**src/rtl/vending_machine_core.sv**
```systemverilog
// vending_machine_core
// Drink vending controller: accumulates coin credit, sells water/soda/juice
// on request, drives a timed dispense pulse and refunds unusable leftover
// credit as a timed change pulse.
//
// Ports
//   clk           in   system clock, rising edge
//   rst           in   asynchronous reset, active low
//   coin_in       in   [7:0] coin value in cents, 0 = no coin
//   button_in     in   [1:0] 0 water(30), 1 soda(50), 2 juice(100), 3 none
//   change_out    out  [7:0] refunded cents while in CHANGE, else 0
//   beverage_out  out  [1:0] 0 none, 1 water, 2 soda, 3 juice (DISPENSE only)
//   credit        out  [7:0] current credit, cents
//   state         out  [1:0] 0 IDLE, 1 DISPENSE, 2 CHANGE
//
// state    | meaning
// IDLE     | accept coins, evaluate button request each cycle
// DISPENSE | beverage_out held for N cycles
// CHANGE   | change_out holds refunded credit for M cycles
module vending_machine_core #(
  parameter int N = 3,
  parameter int M = 2
) (
  input  logic       clk,
  input  logic       rst,
  input  logic [7:0] coin_in,
  input  logic [1:0] button_in,
  output logic [7:0] change_out,
  output logic [1:0] beverage_out,
  output logic [7:0] credit,
  output logic [1:0] state
);

  typedef enum logic [1:0] {
    IDLE     = 2'd0,
    DISPENSE = 2'd1,
    CHANGE   = 2'd2
  } state_t;

  localparam logic [15:0] DISP_LOAD = 16'(N - 1);
  localparam logic [15:0] CHG_LOAD  = 16'(M - 1);
  localparam logic [7:0]  MIN_PRICE = 8'd30;

  state_t      state_q;
  logic [15:0] timer;
  logic        coin_ok;
  logic [7:0]  coin_add;
  logic [7:0]  price;
  logic        buy;
  logic [7:0]  credit_buy;

  assign state = state_q;

  always_comb begin
    coin_ok = 1'b0;
    case (coin_in)
      8'd5, 8'd10, 8'd20, 8'd50, 8'd100, 8'd200:
        // Saturation is judged against the credit before any purchase.
        coin_ok = ({1'b0, credit} + {1'b0, coin_in}) <= 9'd255;
      default: coin_ok = 1'b0;
    endcase
    coin_add = coin_ok ? coin_in : 8'd0;

    case (button_in)
      2'd0:    price = 8'd30;
      2'd1:    price = 8'd50;
      default: price = 8'd100;
    endcase

    buy        = (button_in != 2'd3) && (credit >= price);
    // Cannot overflow: credit + coin_add <= 255 and price <= credit.
    credit_buy = credit - price + coin_add;
  end

  always_ff @(posedge clk or negedge rst) begin
    if (!rst) begin
      state_q      <= IDLE;
      credit       <= 8'd0;
      beverage_out <= 2'd0;
      change_out   <= 8'd0;
      timer        <= 16'd0;
    end else begin
      case (state_q)
        IDLE: begin
          beverage_out <= 2'd0;
          change_out   <= 8'd0;
          if (buy) begin
            credit       <= credit_buy;
            beverage_out <= button_in + 2'd1;
            timer        <= DISP_LOAD;
            state_q      <= DISPENSE;
          end else begin
            credit <= credit + coin_add;
          end
        end

        DISPENSE: begin
          if (timer == 16'd0) begin
            beverage_out <= 2'd0;
            if (credit != 8'd0 && credit < MIN_PRICE) begin
              change_out <= credit;
              credit     <= 8'd0;
              timer      <= CHG_LOAD;
              state_q    <= CHANGE;
            end else begin
              state_q <= IDLE;
            end
          end else begin
            timer <= timer - 16'd1;
          end
        end

        CHANGE: begin
          if (timer == 16'd0) begin
            change_out <= 8'd0;
            state_q    <= IDLE;
          end else begin
            timer <= timer - 16'd1;
          end
        end

        default: begin
          state_q      <= IDLE;
          beverage_out <= 2'd0;
          change_out   <= 8'd0;
          timer        <= 16'd0;
        end
      endcase
    end
  end

endmodule

```
**config.mk**
```make
export PLATFORM = sky130hd
export DESIGN_NAME = vending_machine_core
export DESIGN_NICKNAME = d
export VERILOG_FILES = /design/src/rtl/vending_machine_core.sv
export SDC_FILE = /design/constraint.sdc
export NUM_CORES = 1
export LEC_CHECK = 0
export CAP_MARGIN = 20
export CORE_MARGIN = 2
export CORE_UTILIZATION = 62
export DETAILED_ROUTE_END_ITERATION = 6
export PLACE_DENSITY = 0.86
export SLEW_MARGIN = 0
export SYNTH_ARGS = -nofsm -noshare
export SYNTH_HDL_FRONTEND = slang
export SYNTH_SLANG_ARGS = --single-unit
```
**constraint.sdc**
```tcl
create_clock -name clk -period 7.7 [get_ports clk]
set_input_delay 1.54 -clock clk [delete_from_list [all_inputs] [get_ports clk]]
set_output_delay 1.54 -clock clk [all_outputs]
set_load 0.02 [all_outputs]
```
==> impl_metrics.py <==
metrics = {
    "finish": {
        "fin_util": 0.728,
        "drive_gt1_frac": 0.0687,
        "antenna-diode-count": 0,
        "num-nets-final": 413,
        "syn_to_final_growth_pct": 14.0,
    },
    "sta": {
        "period_share": 0.748,
        "fmax_ghz": 0.174,
        "worst_pin_slew_ns": 1.13,
        "rsz0062_at_grt": "false",
        "worst_slew_margin_rel": 0.245,
        "hold_violations": 0,
        "fin_ws_ns": 1.94,
        "setup_viol": 0,
        "holdWs_ns": 0.484,
        "final_max_slew_viol_count": 0,
        "finClkSkew_ns": 0.00314,
        "period_needed_ns": 5.76,
        "tns_ns": 0,
    },
    "power": {
        "power_mw": 1.04,
        "ir_drop_mv": 0.197,
        "p_leak_nw": 1.58,
        "powerDensity_nw_per_um2": 306,
    },
    "clock_tree": {
        "cts_max_level": 2,
        "clkLatencyLatePin_ns": 0.29,
        "clockBufferDepth": 2,
        "cts_buffers": 5,
        "root_buffer": "clkbuf_8",
        "cts.repair.resized": 0,
        "cts_tree": "done",
        "postCtsSetupBuffers": 0,
        "hold_buffers": 0,
        "cts.clk_slew.worst_paths_ns": 0.07,
        "clock_sinks": 36,
    },
    "synth": {
        "syn_area_um2": 2980,
        "synthTopCellsByCount": "dfrtp_1 (36), nor2_1 (31), ha_1 (30)",
        "synth_top_cell_area_share": 0.303,
        "yosysTopAreaCell": "dfrtp_1",
        "synth.distinct_cells": 58,
        "synth_nets": 380,
        "syn_inst": 330,
        "yosys_register_bits": 36,
        "ys.flop_type": "dfrtp_1",
        "ys.warnings.count": 0,
        "yosysMostFrequentCell": "dfrtp_1",
        "synthArstFlopShare": 1.00,
        "netlist_top_cells_area": "dfrtp_1 (30%), ha_1 (13%), fa_1 (5.4%)",
        "synth-seq-area-share": 0.303,
        "synth_edf_count": 0,
        "syn_avg_cell_area_um2": 9.02,
    },
    "place": {
        "port-buffer-count": 31,
        "place.gp.congestion": 0.934,
        "hpwl_mm": 4.99,
        "dp_slack_ns": 1.75,
    },
    "grt": {
        "grt_max_degree": 37,
        "first_global_vias": 2577,
        "overflow": 0,
        "antenna_found_initial": 0,
        "grt_pass1_wl_mm": 11.7,
        "grt.total_usage": 0.279,
    },
    "detailed_routing": {
        "via_per_inst": 6.24,
        "drtPass1Iterations": 4,
        "routed_wl_mm": 6.79,
        "drc_errors": 0,
        "wl_per_cell_um": 16.2,
        "drt-initial-drc-count": 191,
        "vias": 2608,
        "final_antenna_net_count": 0,
    },
    "worst_setup_path": {
        "rrSetupSlack_ns": 3.27,
        "r2r-start": "credit[0]$_DFFE_PN0P_",
        "rr_worst_depth": 16,
        "crit_type": "in -> reg",
        "worstPathMaxFanout": 6,
        "start_kind": "primary input",
        "endpoint_kind": "flip-flop",
        "worst_ep_arrival_time_ns": 5.94,
        "reg2reg_to": "credit[7]$_DFFE_PN0P_",
        "cp_data_required_time_ns": 7.88,
    },
    "floorplanning": {
        "initial_core_util": 0.638,
        "rows": 25,
        "dieArea_um2": 5370,
        "ios": 32,
        "coreArea_um2": 4660,
        "dieHeight_um": 73.3,
        "die_w_um": 73.3,
    },
    "run": {
        "cap_violations": 0,
    },
    "run_status": {
        "status": "completed",
    },
    "min_path": {
        "min_from": "change_out[6]$_DFFE_PN0P_",
        "min_delay_path_depth": 1,
        "hold_class": "reg -> reg",
        "holdPathEnd": "change_out[6]$_DFFE_PN0P_",
    },
}
placed cells by master, fill, tap and decap left out, types with 2 or more instances in the layout:
cell and n:
and2_1 7, a31oi_1 17, clkbuf_1 2, or3_1 2, a22o_2 6, a21oi_1 17, o31ai_1 5, o211ai_1 2
clkdlybuf4s50_1 31, a21o_1 3, nand2_1 24, or4_1 3, nor2_1 31, nand3_1 4, inv_1 24, o21a_1 2
xnor2_1 9, a211oi_1 3, mux2i_1 2, o21ai_0 21, dfrtp_1 36, clkbuf_8 6, nor3_1 9, ha_1 30
fa_1 8, nand4_1 2, nand2b_1 7, a32o_1 2, and3_1 3, nor2b_1 4, xor2_1 2, nor4_1 5
o22ai_1 4, a22o_1 5, buf_4 2, a21o_2 2
critical path, cell delays in order:
cell and delay, ns:
clkdlybuf4s50_1 0.51, ha_1 0.27, fa_1 0.36, a211oi_1 0.20, o21ai_0 0.10, nor3b_1 0.16, nor3_1 0.51, and2_1 0.25
fa_1 0.42, ha_1 0.35, o21a_1 0.14, nor4_1 0.42, or4_1 0.19, nand3_1 0.08, xnor2_1 0.13, a32oi_1 0.22
nand2_1 0.07
how the worst max path moves through the flow:
stage	start	cells past startpoint	end	slack, ns
after floorplan	coin_in[0]	16	credit[7]$_DFFE_PN0P_	2.75
after global placement	coin_in[0]	17	credit[7]$_DFFE_PN0P_	1.91
after detailed placement	coin_in[0]	17	credit[7]$_DFFE_PN0P_	1.75
after CTS	coin_in[0]	17	credit[7]$_DFFE_PN0P_	2.03
after global routing	coin_in[0]	17	credit[7]$_DFFE_PN0P_	1.64
final	coin_in[0]	17	credit[7]$_DFFE_PN0P_	1.94
where the power goes:
part / total [mW] / switching (mW) / internal (mW)
Sequential: 0.361 / 0.109 / 0.252
Clock: 0.138 / 0.0650 / 0.0729
Combinational: 0.539 / 0.286 / 0.253
metrics by stage:
| step | instance area [um^2] | instances |
|---|---|---|
| floorplan | 2980 | 330 |
| global placement | 3300 | 410 |
| detailed placement | 3300 | 410 |
| CTS | 3390 | 418 |
| global route | 3390 | 418 |
| finish | 3390 | 418 |
area by class of cell:
type | count | area [um^2]
multi-input combinational | 263 | 1920
inverter | 24 | 90.1
timing repair buffer | 33 | 325
fill | 360 | 1270
sequential | 36 | 901
clock buffer | 8 | 90.1
tap | 54 | 67.6
routing by layer:
layer	vias up	track usage	share of wire
met5	-	0	0
met4	0	0.0802	0.013
met3	10	0.0357	0.039
met2	74	0.442	0.47
met1	1240	0.402	0.48
li1	1284	-	-
sequential cells by signal, summed over array words and instances, names as in the netlist:
name / flops
timer: 16
beverage_out: 2
change_out: 8
credit: 8
state: 2
kinds of logic after synthesis:
logic type | count (synthesis) | synth area share
XOR/XNOR | 11 | 0.0324
flip-flops | 36 | 0.303
multiplexers | 2 | 0.00673
adder cells (fa/ha/maj) | 38 | 0.180
AND/OR/NAND/NOR | 113 | 0.202
buffers and inverters | 31 | 0.0530
AO/OA/AOI/OAI | 99 | 0.223
(Power assumes the default switching activity.)
==> patch (config.mk and constraints unchanged) <==
Register the output `credit` once more, without a reset; this adds one clock of latency there. The other outputs are not delayed to match. Comments in the files are not updated.
--- a/src/rtl/vending_machine_core.sv
+++ b/src/rtl/vending_machine_core.sv
@@ -41,6 +41,8 @@
   localparam logic [15:0] CHG_LOAD  = 16'(M - 1);
   localparam logic [7:0]  MIN_PRICE = 8'd30;
 
+  logic [7:0] credit_s0;
+
   state_t      state_q;
   logic [15:0] timer;
   logic        coin_ok;
@@ -56,7 +58,7 @@
     case (coin_in)
       8'd5, 8'd10, 8'd20, 8'd50, 8'd100, 8'd200:
         // Saturation is judged against the credit before any purchase.
-        coin_ok = ({1'b0, credit} + {1'b0, coin_in}) <= 9'd255;
+        coin_ok = ({1'b0, credit_s0} + {1'b0, coin_in}) <= 9'd255;
       default: coin_ok = 1'b0;
     endcase
     coin_add = coin_ok ? coin_in : 8'd0;
@@ -67,15 +69,15 @@
       default: price = 8'd100;
     endcase
 
-    buy        = (button_in != 2'd3) && (credit >= price);
+    buy        = (button_in != 2'd3) && (credit_s0 >= price);
     // Cannot overflow: credit + coin_add <= 255 and price <= credit.
-    credit_buy = credit - price + coin_add;
+    credit_buy = credit_s0 - price + coin_add;
   end
 
   always_ff @(posedge clk or negedge rst) begin
     if (!rst) begin
       state_q      <= IDLE;
-      credit       <= 8'd0;
+      credit_s0    <= 8'd0;
       beverage_out <= 2'd0;
       change_out   <= 8'd0;
       timer        <= 16'd0;
@@ -85,21 +87,21 @@
           beverage_out <= 2'd0;
           change_out   <= 8'd0;
           if (buy) begin
-            credit       <= credit_buy;
+            credit_s0    <= credit_buy;
             beverage_out <= button_in + 2'd1;
             timer        <= DISP_LOAD;
             state_q      <= DISPENSE;
           end else begin
-            credit <= credit + coin_add;
+            credit_s0 <= credit_s0 + coin_add;
           end
         end
 
         DISPENSE: begin
           if (timer == 16'd0) begin
             beverage_out <= 2'd0;
-            if (credit != 8'd0 && credit < MIN_PRICE) begin
-              change_out <= credit;
-              credit     <= 8'd0;
+            if (credit_s0 != 8'd0 && credit_s0 < MIN_PRICE) begin
+              change_out <= credit_s0;
+              credit_s0  <= 8'd0;
               timer      <= CHG_LOAD;
               state_q    <= CHANGE;
             end else begin
@@ -129,5 +131,9 @@
     end
   end
 
+  always_ff @(posedge clk) begin
+    credit <= credit_s0;
+  end
+
 endmodule
 
Formal check against the unedited RTL: not equivalent (a bounded check fails within 4 cycles, from zero or initial values and one cycle with rst low).
==> patch against the original RTL <==
  * Cell area increased by 6.1%
  * Register-to-register slack improved by 0.43 ns
  * First-iteration DRC count increased by 20%
  * Routed wire length increased by 4.8%
  * Utilization increased by 1.9 points
  * Setup slack improved by 0.50 ns
  * Clock skew increased by 0.0038 ns
  * Power increased by 27%
  * Area after synthesis increased by 5.5%
  * Sequential cell count increased by 8
==> patch: results <==
export IMPL_multi_input_gates=264
export IMPL_first_pass_iters=5
export IMPL_hold_end="change_out[0]"
export IMPL_grtUsageMet2_pct=46.88
export IMPL_sh_seq_area_pct=29.50
export IMPL_crit_family="adder cells"
export IMPL_worstReg2RegEnd="credit_s0[7]"
export IMPL_synthArstFlopShare_pct=81.82
export IMPL_grt_pass1_vias=2602
export IMPL_ff2ff_setup_slack_ns=3.70
export IMPL_fillerInstances=358
export IMPL_nNonClkBuffers=32
export IMPL_worstPathMaxFanout=7
export IMPL_synth_mux_area_share_pct=0
export IMPL_gp_congestion=0.9154
export IMPL_place_ws_ns=2.162
export IMPL_synth_fa_ha_area_share_pct=17.07
export IMPL_r2r_start="credit_s0[0]"
export IMPL_nets=419
export IMPL_status="finished, final reports clean"
export IMPL_track_usage_pct=28.11
export IMPL_inverters=22
export IMPL_grt_pass1_wl_um=12020
export IMPL_ys_top_cells_by_area="dfrtp_1, ha_1, dfxtp_1"
export IMPL_fin_hold_ws_ns=0.4867
export IMPL_max_slew_margin_rel_pct=38.96
export IMPL_clk_share_pct=3.374
export IMPL_synth_net_count=388
export IMPL_drtIter0Drc=230
export IMPL_use_met1_pct=37.40
export IMPL_p_leak_nw=1.651
export IMPL_ys_seq_area_share_pct=33.81
export IMPL_multi_input_area_share_pct=53.67
export IMPL_nFlopsAndLatches=44
export IMPL_ir_worst_vdd_mv=0.1716
export IMPL_layout_nonclk_buf_share_pct=8.835
export IMPL_place_hpwl_um=5320
export IMPL_n_clock_buffer=6
export IMPL_critPathMaxStageDelay_ns=0.49
export IMPL_synth_compound_area_share_pct=21.77
export IMPL_synth_xor_area_share_pct=3.907
patch: cell count changes in the layout (fill, tap and decap cells not counted), moves of 3 or more:
cell | unedited run | this run
xor2_1 | 2 | 6
and2_2 | 0 | 3
a221o_1 | 0 | 3
dfxtp_1 | 0 | 8
a22o_2 | 6 | 0
o21ai_1 | 1 | 7
a21oi_2 | 0 | 4
nor3_1 | 9 | 6
a31oi_1 | 17 | 1
o21ai_0 | 21 | 28
patch: layer usage:
metal,routed length [um],vias up,part of all wire (%)
li1,-,1284,-
met1,3142,1303,44
met2,3443,92,48
met3,385,15,5.4
met4,143,0,2.0
met5,0,-,0
patch: stage by stage:
step                      instances  cell area, um2  util, %
after floorplan                 338            3138        -
after global placement          429            3476    72.16
after detailed placement        429            3476    72.16
after CTS                       437            3597    74.68
after global routing            437            3597    74.68
final                           437            3597    74.68
patch: power by group:
part	internal, W	switching (W)
combinational	0.000299	0.000402
sequential	0.000321	0.000111
clock	0.000106	0.0000802
total	0.000727	0.000593
